### src/rtl/inst_encoder_loader.sv
// ---------------------------------------------------------------------------
// inst_encoder_loader
//
// Purpose:
//   Encoder and program loader for the scalar/vector instruction format.
//   - Accepts field-level instruction requests (opcode, register fields and
//     an immediate).
//   - Packs each request into a 32-bit instruction word.
//   - Streams the words into instruction memory at sequential word addresses.
//   - Requests whose immediate does not fit the selected format are
//     rejected and counted. So are requests that arrive after memory is full.
//
// Parameters:
//   ADDR_W  instruction memory word-address width
//   DEPTH   number of writable words (last address DEPTH-1, DEPTH <= 2**ADDR_W)
//
// Ports:
//   clk        system clock, rising edge
//   rst_n      asynchronous active-low reset
//   start      pulse in IDLE: clear address/counters/errors, begin session
//   in_valid   request valid
//   in_ready   request accepted when in_valid & in_ready
//   in_opcode  7-bit opcode, copied to word[31:25]
//   in_rd      rd/vd field
//   in_rn      rn/vn field
//   in_rm      rm/vm field
//   in_imm     25-bit zero-extended immediate
//   in_last    marks the final request of the session
//   mem_we     write strobe, held until mem_ready
//   mem_ready  memory accepts the write when mem_we & mem_ready
//   mem_addr   word address of the current / next write
//   mem_wdata  encoded instruction word
//   busy       session active (state is not IDLE)
//   done       one-cycle pulse at the end of a session
//   err        sticky error flag since the last start
//   err_cnt    number of rejected requests, saturating at 255
//   word_cnt   number of words written this session
// ---------------------------------------------------------------------------
module inst_encoder_loader #(
  parameter int ADDR_W = 8,
  parameter int DEPTH  = 256
) (
  input  logic              clk,
  input  logic              rst_n,
  input  logic              start,
  input  logic              in_valid,
  output logic              in_ready,
  input  logic [6:0]        in_opcode,
  input  logic [4:0]        in_rd,
  input  logic [4:0]        in_rn,
  input  logic [4:0]        in_rm,
  input  logic [24:0]       in_imm,
  input  logic              in_last,
  output logic              mem_we,
  input  logic              mem_ready,
  output logic [ADDR_W-1:0] mem_addr,
  output logic [31:0]       mem_wdata,
  output logic              busy,
  output logic              done,
  output logic              err,
  output logic [7:0]        err_cnt,
  output logic [ADDR_W:0]   word_cnt
);

  localparam logic [ADDR_W:0]   DEPTH_CNT = (ADDR_W + 1)'(DEPTH);
  localparam logic [ADDR_W-1:0] LAST_ADDR = ADDR_W'(DEPTH - 1);

  typedef enum logic [1:0] {
    IDLE,
    LOAD,
    WRITE,
    DONE
  } state_t;

  // Operand layouts of the instruction format. The opcode always sits in
  // word[31:25]. Every bit a layout does not use is zero.
  typedef enum logic [1:0] {
    FMT_IMM15,      // imm[14:0]@[14:0]
    FMT_REG3,       // rd@[24:20], rn@[19:15], rm@[14:10]
    FMT_REG2_IMM15, // rd@[24:20], rn@[19:15], imm[14:0]@[14:0]
    FMT_IMM25       // imm[24:0]@[24:0]
  } fmt_t;

  state_t state, state_next;
  fmt_t   fmt;

  logic [1:0]  op_class;
  logic        op_form;
  logic [31:0] enc_word;
  logic        imm_ok;
  logic        full;
  logic        accept;
  logic        accept_ok;
  logic        accept_rej;
  logic        write_done;
  logic        last_q;

  // The class is opcode[6:5] and the form bit is opcode[3]. The vector flag
  // (opcode[4]) only travels along inside the opcode field. It does not
  // change the layout.
  assign op_class = in_opcode[6:5];
  assign op_form  = in_opcode[3];

  always_comb begin
    fmt = FMT_REG3;
    case (op_class)
      2'b00:   fmt = op_form ? FMT_REG3       : FMT_IMM15;
      2'b01:   fmt = op_form ? FMT_REG2_IMM15 : FMT_REG3;
      2'b10:   fmt = FMT_REG2_IMM15;
      2'b11:   fmt = op_form ? FMT_IMM25      : FMT_REG2_IMM15;
      default: fmt = FMT_REG3;
    endcase
  end

  always_comb begin
    enc_word = {in_opcode, 25'd0};
    case (fmt)
      FMT_IMM15: begin
        enc_word[14:0] = in_imm[14:0];
      end
      FMT_REG3: begin
        enc_word[24:20] = in_rd;
        enc_word[19:15] = in_rn;
        enc_word[14:10] = in_rm;
      end
      FMT_REG2_IMM15: begin
        enc_word[24:20] = in_rd;
        enc_word[19:15] = in_rn;
        enc_word[14:0]  = in_imm[14:0];
      end
      FMT_IMM25: begin
        enc_word[24:0] = in_imm;
      end
      default: begin
        enc_word = {in_opcode, 25'd0};
      end
    endcase
  end

  // A 15-bit immediate field cannot hold any set bit above bit 14. The full
  // 25-bit layout uses every bit, and register-only layouts ignore the
  // immediate, so both of those always pass the range check.
  always_comb begin
    imm_ok = 1'b1;
    if ((fmt == FMT_IMM15) || (fmt == FMT_REG2_IMM15)) begin
      imm_ok = (in_imm[24:15] == 10'd0);
    end
  end

  assign full       = (word_cnt == DEPTH_CNT);
  assign accept     = (state == LOAD) && in_valid;
  assign accept_ok  = accept && imm_ok && !full;
  assign accept_rej = accept && !(imm_ok && !full);
  assign write_done = (state == WRITE) && mem_ready;

  always_ff @(posedge clk or negedge rst_n) begin
    if (!rst_n) begin
      state <= IDLE;
    end else begin
      state <= state_next;
    end
  end

  // Handshake strobes are decoded from the state. mem_we therefore falls
  // together with the asynchronous reset of the state register.
  always_comb begin
    state_next = state;
    in_ready   = 1'b0;
    mem_we     = 1'b0;
    busy       = 1'b1;
    done       = 1'b0;
    case (state)
      IDLE: begin
        busy = 1'b0;
        if (start) begin
          state_next = LOAD;
        end
      end
      LOAD: begin
        in_ready = 1'b1;
        if (accept_ok) begin
          state_next = WRITE;
        end else if (accept_rej && in_last) begin
          state_next = DONE;
        end
      end
      WRITE: begin
        mem_we = 1'b1;
        if (mem_ready) begin
          state_next = last_q ? DONE : LOAD;
        end
      end
      DONE: begin
        done       = 1'b1;
        state_next = IDLE;
      end
      default: begin
        state_next = IDLE;
      end
    endcase
  end

  // Session datapath: address, counters, error flags and the word held for
  // the memory write.
  // - start only reaches this logic in IDLE. It is ignored while busy and
  //   in the DONE cycle.
  // - After the last address the address counter holds instead of
  //   incrementing, so it never wraps. The full condition then rejects
  //   any further requests.
  always_ff @(posedge clk or negedge rst_n) begin
    if (!rst_n) begin
      mem_addr  <= '0;
      mem_wdata <= '0;
      word_cnt  <= '0;
      err       <= 1'b0;
      err_cnt   <= '0;
      last_q    <= 1'b0;
    end else begin
      if ((state == IDLE) && start) begin
        mem_addr <= '0;
        word_cnt <= '0;
        err      <= 1'b0;
        err_cnt  <= '0;
      end
      if (accept_ok) begin
        mem_wdata <= enc_word;
        last_q    <= in_last;
      end
      if (accept_rej) begin
        err <= 1'b1;
        if (err_cnt != 8'hFF) begin
          err_cnt <= err_cnt + 8'd1;
        end
      end
      if (write_done) begin
        word_cnt <= word_cnt + (ADDR_W + 1)'(1);
        if (mem_addr != LAST_ADDR) begin
          mem_addr <= mem_addr + ADDR_W'(1);
        end
      end
    end
  end

endmodule

### config.mk
export PLATFORM = sky130hd
export DESIGN_NAME = inst_encoder_loader
export DESIGN_NICKNAME = d
export VERILOG_FILES = /design/src/rtl/inst_encoder_loader.sv
export SDC_FILE = /design/constraint.sdc
export NUM_CORES = 1
export LEC_CHECK = 0
export BUFFER_PORTS_ARGS = -buffer_cell sky130_fd_sc_hd__clkbuf_2
export CORE_MARGIN = 2
export CORE_UTILIZATION = 30
export CTS_BUF_LIST = sky130_fd_sc_hd__clkbuf_4
export DETAILED_ROUTE_END_ITERATION = 8
export REMOVE_ABC_BUFFERS = 1
export SYNTH_ARGS = -nofsm -noshare
export SYNTH_HDL_FRONTEND = slang
export SYNTH_SLANG_ARGS = --single-unit
### constraint.sdc
create_clock -name clk -period 4.7 [get_ports clk]
set_clock_uncertainty 0.15 [all_clocks]
set_input_delay 0.94 -clock clk [delete_from_list [all_inputs] [get_ports clk]]
set_output_delay 0.94 -clock clk [all_outputs]
set_load 0.02 [all_outputs]
=== After elaboration in Yosys (flattened, before gate mapping) ===
Cells that the tools add are included.

* Flip-flop bits (word level): 61
* Input bits: 53
* Bits in latches: 0
* Output and inout port bits: 62
* RAM bits: 0
* Memories kept: 0
* Bits in read-only memories: 0
* Logic and storage cells: 73

* Add/sub/neg operators: 3
* Reduce and logical (&&, ||, !) cells: 20
* Magnitude comparators: 0
* Multiply operators: 0
* Equality and inequality tests: 15
* Divide/modulo/power cells: 0
* Mux-type cells: 28
* Bitwise operators: 0
* Shift-type cells: 0

{| class="wikitable"
|+ Operator list
! kind !! number
|-
| $mux W8 || 6
|-
| $pmux W10 S2 || 1
|-
| $mux W9 || 2
|-
| $add A8 B1 Y8 const B || 2
|-
| $ne A8 B8 Y1 const B || 2
|-
| $pmux W2 S4 || 2
|-
| $eq A2 B2 Y1 const B || 6
|-
| $mux W2 || 6
|-
| $logic_not A10 Y1 || 1
|-
| $mux W10 || 1
|-
| $pmux W5 S2 || 1
|-
| $add A9 B1 Y9 const B || 1
|-
| $eq A9 B9 Y1 const B || 1
|-
| $mux W1 || 9
|-
| $logic_and A1 B1 Y1 || 8
|-
| $eq A2 B1 Y1 const B || 3
|-
| $logic_not A2 Y1 || 3
|-
| $ne A2 B2 Y1 const B || 2
|-
| $reduce_bool A2 Y1 || 2
|-
| $ne A3 B2 Y1 const B || 1
|-
| $reduce_and A3 Y1 || 1
|-
| $reduce_or A3 Y1 || 1
|-
| $logic_not A1 Y1 || 2
|-
| $reduce_or A2 Y1 || 1
|-
| $logic_or A1 B1 Y1 || 1
|}

=== Longest topological paths before layout ===
* Depth in word-level cells: 12
* Mapped depth: 8
* Mapped depth without buffers: 7

=== Worst setup path before layout ===
Ideal clock, no wire load.

* Kind: input -> register
* Start: in in_imm[15]
* End: reg mem_wdata[31]
* Setup slack: 2.015 ns
* Arrival: 2.408 ns
* Required time: 4.422 ns
* Path buffers: 1
* Setup time: 0.128 ns
* Stages on the path: 5
* Cells stage by stage: or4_4 nor4_4 o221ai_2 buf_6 mux2_1

* Longest elaborated chain between the ends: 4

{| class="wikitable"
|+ RTL lines
! item !! line !! source
|-
| from (decl) || 52 || <nowiki>input logic [24:0] in_imm,</nowiki>
|-
| $logic_not A10 Y1 || 146 || <nowiki>imm_ok = (in_imm[24:15] == 10'd0);</nowiki>
|-
| $mux W1 || 145 || <nowiki>if ((fmt == FMT_IMM15) || (fmt == FMT_REG2_IMM15)) begin</nowiki>
|-
| $logic_and A1 B1 Y1 (2 in a row) || 152 || <nowiki>assign accept_ok = accept && imm_ok && !full;</nowiki>
|-
| to (signal assigned) || 226 || <nowiki>mem_wdata <= enc_word;</nowiki>
|-
| to (decl) || 57 || <nowiki>output logic [31:0] mem_wdata,</nowiki>
|}

No other way between the ends.
A chain may end at the register's enable or synchronous reset.

=== Worst setup path in the final report ===
* Start: in in_imm[15]
* End: reg mem_wdata[26]

Same word-level chain as after synthesis.

==> reports/results.ini <==
[place]
place_hpwl_um=5410
dp_worst_setup_slack_ns=1.54
numPortBuffers=114
place_congestion=0.759

[timing]
setup-tns-final_ns=0
max_slew_margin_pct=44.6
tightest_slew_ns=0.832
setup_viol=0
clock.fmax_ghz=0.365
slew_violations=0
rsz0062_at_grt=false
fin_ws_ns=1.96
fin_crit_sh_pct=58.2
finalHoldViolCount=0
hold_slack_ns=0.334
finalCriticalPeriod_ns=2.74

[clock_tree]
clock_sinks=61
cts_setup_buffers=0
cts_tree=yes
cts_made_buffers=9
htreeDepth=3
holdBufCountCts=0
clockBufferDepth=2
path_clk_slew_ns=0.11
ctsRootBufferMaster=clkbuf_4
clk_latency_ns=0.40
cts_resized=0

[worst_setup_path]
cp-end-kind=register
crit_type=input port to register
cp_max_fo=58
cp.arrival_ns=2.88
start_kind=input port
required_ns=4.85

[yosys]
synthTopCellsByCount=dfrtp_1 (61), nand2_1 (49), o21ai_0 (35), nand3_1 (14)
synth_top_family_by_area=simple AND/OR/NAND/NOR gates
ys_seq_area_share_pct=50.9
avgSynthCellArea_sq_um=10.1
synthXorXnorAreaFrac_pct=1.17
synth_warnings=0
synth-simple-area-share_pct=18.9
synth_cell_types=42
synth_seq_cells=61
ys.flop_type=dfrtp_1
synth_compound_area_share_pct=14.9
synth_most_common_cell=dfrtp_1
synth_adder_area_share_pct=2.92
synth_cells=296
synth_top_area_share_pct=50.9
syn_area_sq_um=3000
synthArstFlopShare_pct=100
synth_edf_count=0
synth_area_leaders=dfrtp_1 (51%), nand2_1 (6.1%), o21ai_0 (5.8%)
synth_area_leader_cell=dfrtp_1
synth_mux_area_share_pct=7.93

[route]
wl_per_cell_um=13.6
first_pass_iters=4
drc=0
drt_iter0_drc=56
viasPerCell=4.64
drt_wl_total_um=7440
num_vias=2537
antenna_left=0

[run_status]
status=completed

[final_layout]
syn_to_final_growth_pct=28.6
drive_gt1_share_pct=34.8
layout.nets=469
diodes=0

[floorplan]
fp-row-count=36
dieArea_sq_um=10800
io_pins=115
core-area_sq_um=9730
start_util_pct=30.8
die_h_um=104
die-width_um=104

[min_path]
hold_class=register to register

[grt]
antenna_found_initial=0
grt_max_degree=59
grt_pass1_wl_um=12400
grt-ovfl-total=0
grt_pass1_vias=2411
track_usage_pct=14.2

[power]
pwr-share-seq_pct=40.5
comb_power_share_pct=39.1
p_int_uw=1200
p_leak_uw=0.00194
irDropWorstVdd_mv=0.220
p_clk_share_pct=20.4
sw_frac_of_total_pct=40.6
cellPowerDensity_nw_per_um2=524
p_sw_uw=820

[job]
drv_cap=0

sequential cells by signal, summed over array words and instances (netlist names):
name	count
err	1
state	2
last_q	1
word_cnt	9
mem_addr	8
mem_wdata	32
err_cnt	8
power by group through the flow:
stage	sequential [uW]	clock, uW	combinational [uW]
2_1_floorplan	1010	0	313
6_report	819	412	791
4_1_cts	821	436	809
3_5_place_dp	832	0	807
3_3_place_gp	827	0	793
5_1_grt	846	457	871
cell usage in the layout (no fill, tap or decap), types with 2 or more instances in the layout:
master,instances
a22o_1,2
a22oi_1,10
and2_1,5
and3_1,5
buf_4,2
bufinv_16,2
clkbuf_2,114
clkbuf_4,9
clkinv_2,3
clkinvlp_4,2
dfrtp_1,61
ha_1,7
inv_1,8
mux2_4,7
mux2i_1,11
nand2_1,49
nand2b_1,10
nand3_1,14
nand3b_1,2
nand4_1,4
nor2_1,10
nor2b_1,2
nor3_1,3
o211ai_1,5
o21ai_0,35
o31ai_1,11
or4_1,2
xnor2_1,2
xor2_1,2
final timing paths:
path | from | to | slack, ns | depth (start not counted)
setup / recovery | in_imm[15] | mem_wdata[26] | 1.96 | 6
hold / removal | mem_wdata[16] | mem_wdata[16] | 0.33 | 2
max in group asynchronous | rst_n | mem_wdata[31] | 3.00 | 2
setup reg to reg | word_cnt[0] | mem_wdata[26] | 2.08 | 6
hold reg to reg | mem_wdata[16] | mem_wdata[16] | 0.33 | 2
min in group asynchronous | rst_n | err_cnt[3] | 0.47 | 1
metrics by stage:
stage,instances,cell area (sq um),total power [uW],util (%)
CTS,547,3860,2070,39.6
global placement,531,3700,1620,38.0
detailed placement,531,3700,1640,38.0
finish,547,3860,2020,39.6
floorplan,282,2940,1320,-
global route,547,3860,2170,39.6
layout make-up:
cell class	count	area (sq um)
clock buffer	9	67.6
clock inverter	7	90.1
fill	998	5870
inverter	9	33.8
multi-input combinational	212	1390
sequential	61	1530
tap	133	166
timing repair buffer	116	586
layer usage:
layer | vias to the layer above | wire length, um | GRT usage [%]
li1 | 1275 | - | -
met1 | 1183 | 3420 | 18.6
met5 | - | 0 | 0
met3 | 9 | 380 | 3.82
met2 | 70 | 3550 | 23.0
met4 | 0 | 82 | 4.05
critical path, cell delays in order:
cell and delay (ns):
clkbuf_2 0.09, or4_4 0.55, nor4_4 0.37, o221ai_4 0.19
buf_4 0.33, mux2_4 0.36
logic make-up (layout without fill, tap and decap cells):
family                     Yosys count  after routing
and+or+nand+nor                    112            112
AOI/OAI and AO/OA                   69             69
DFF                                 61             61
buffers and inverters               23            141
muxes                               20             20
adders and majority gates            7              7
xor gates and xnor gates             4              4
No activity file was read; power rests on OpenSTA's default activity.
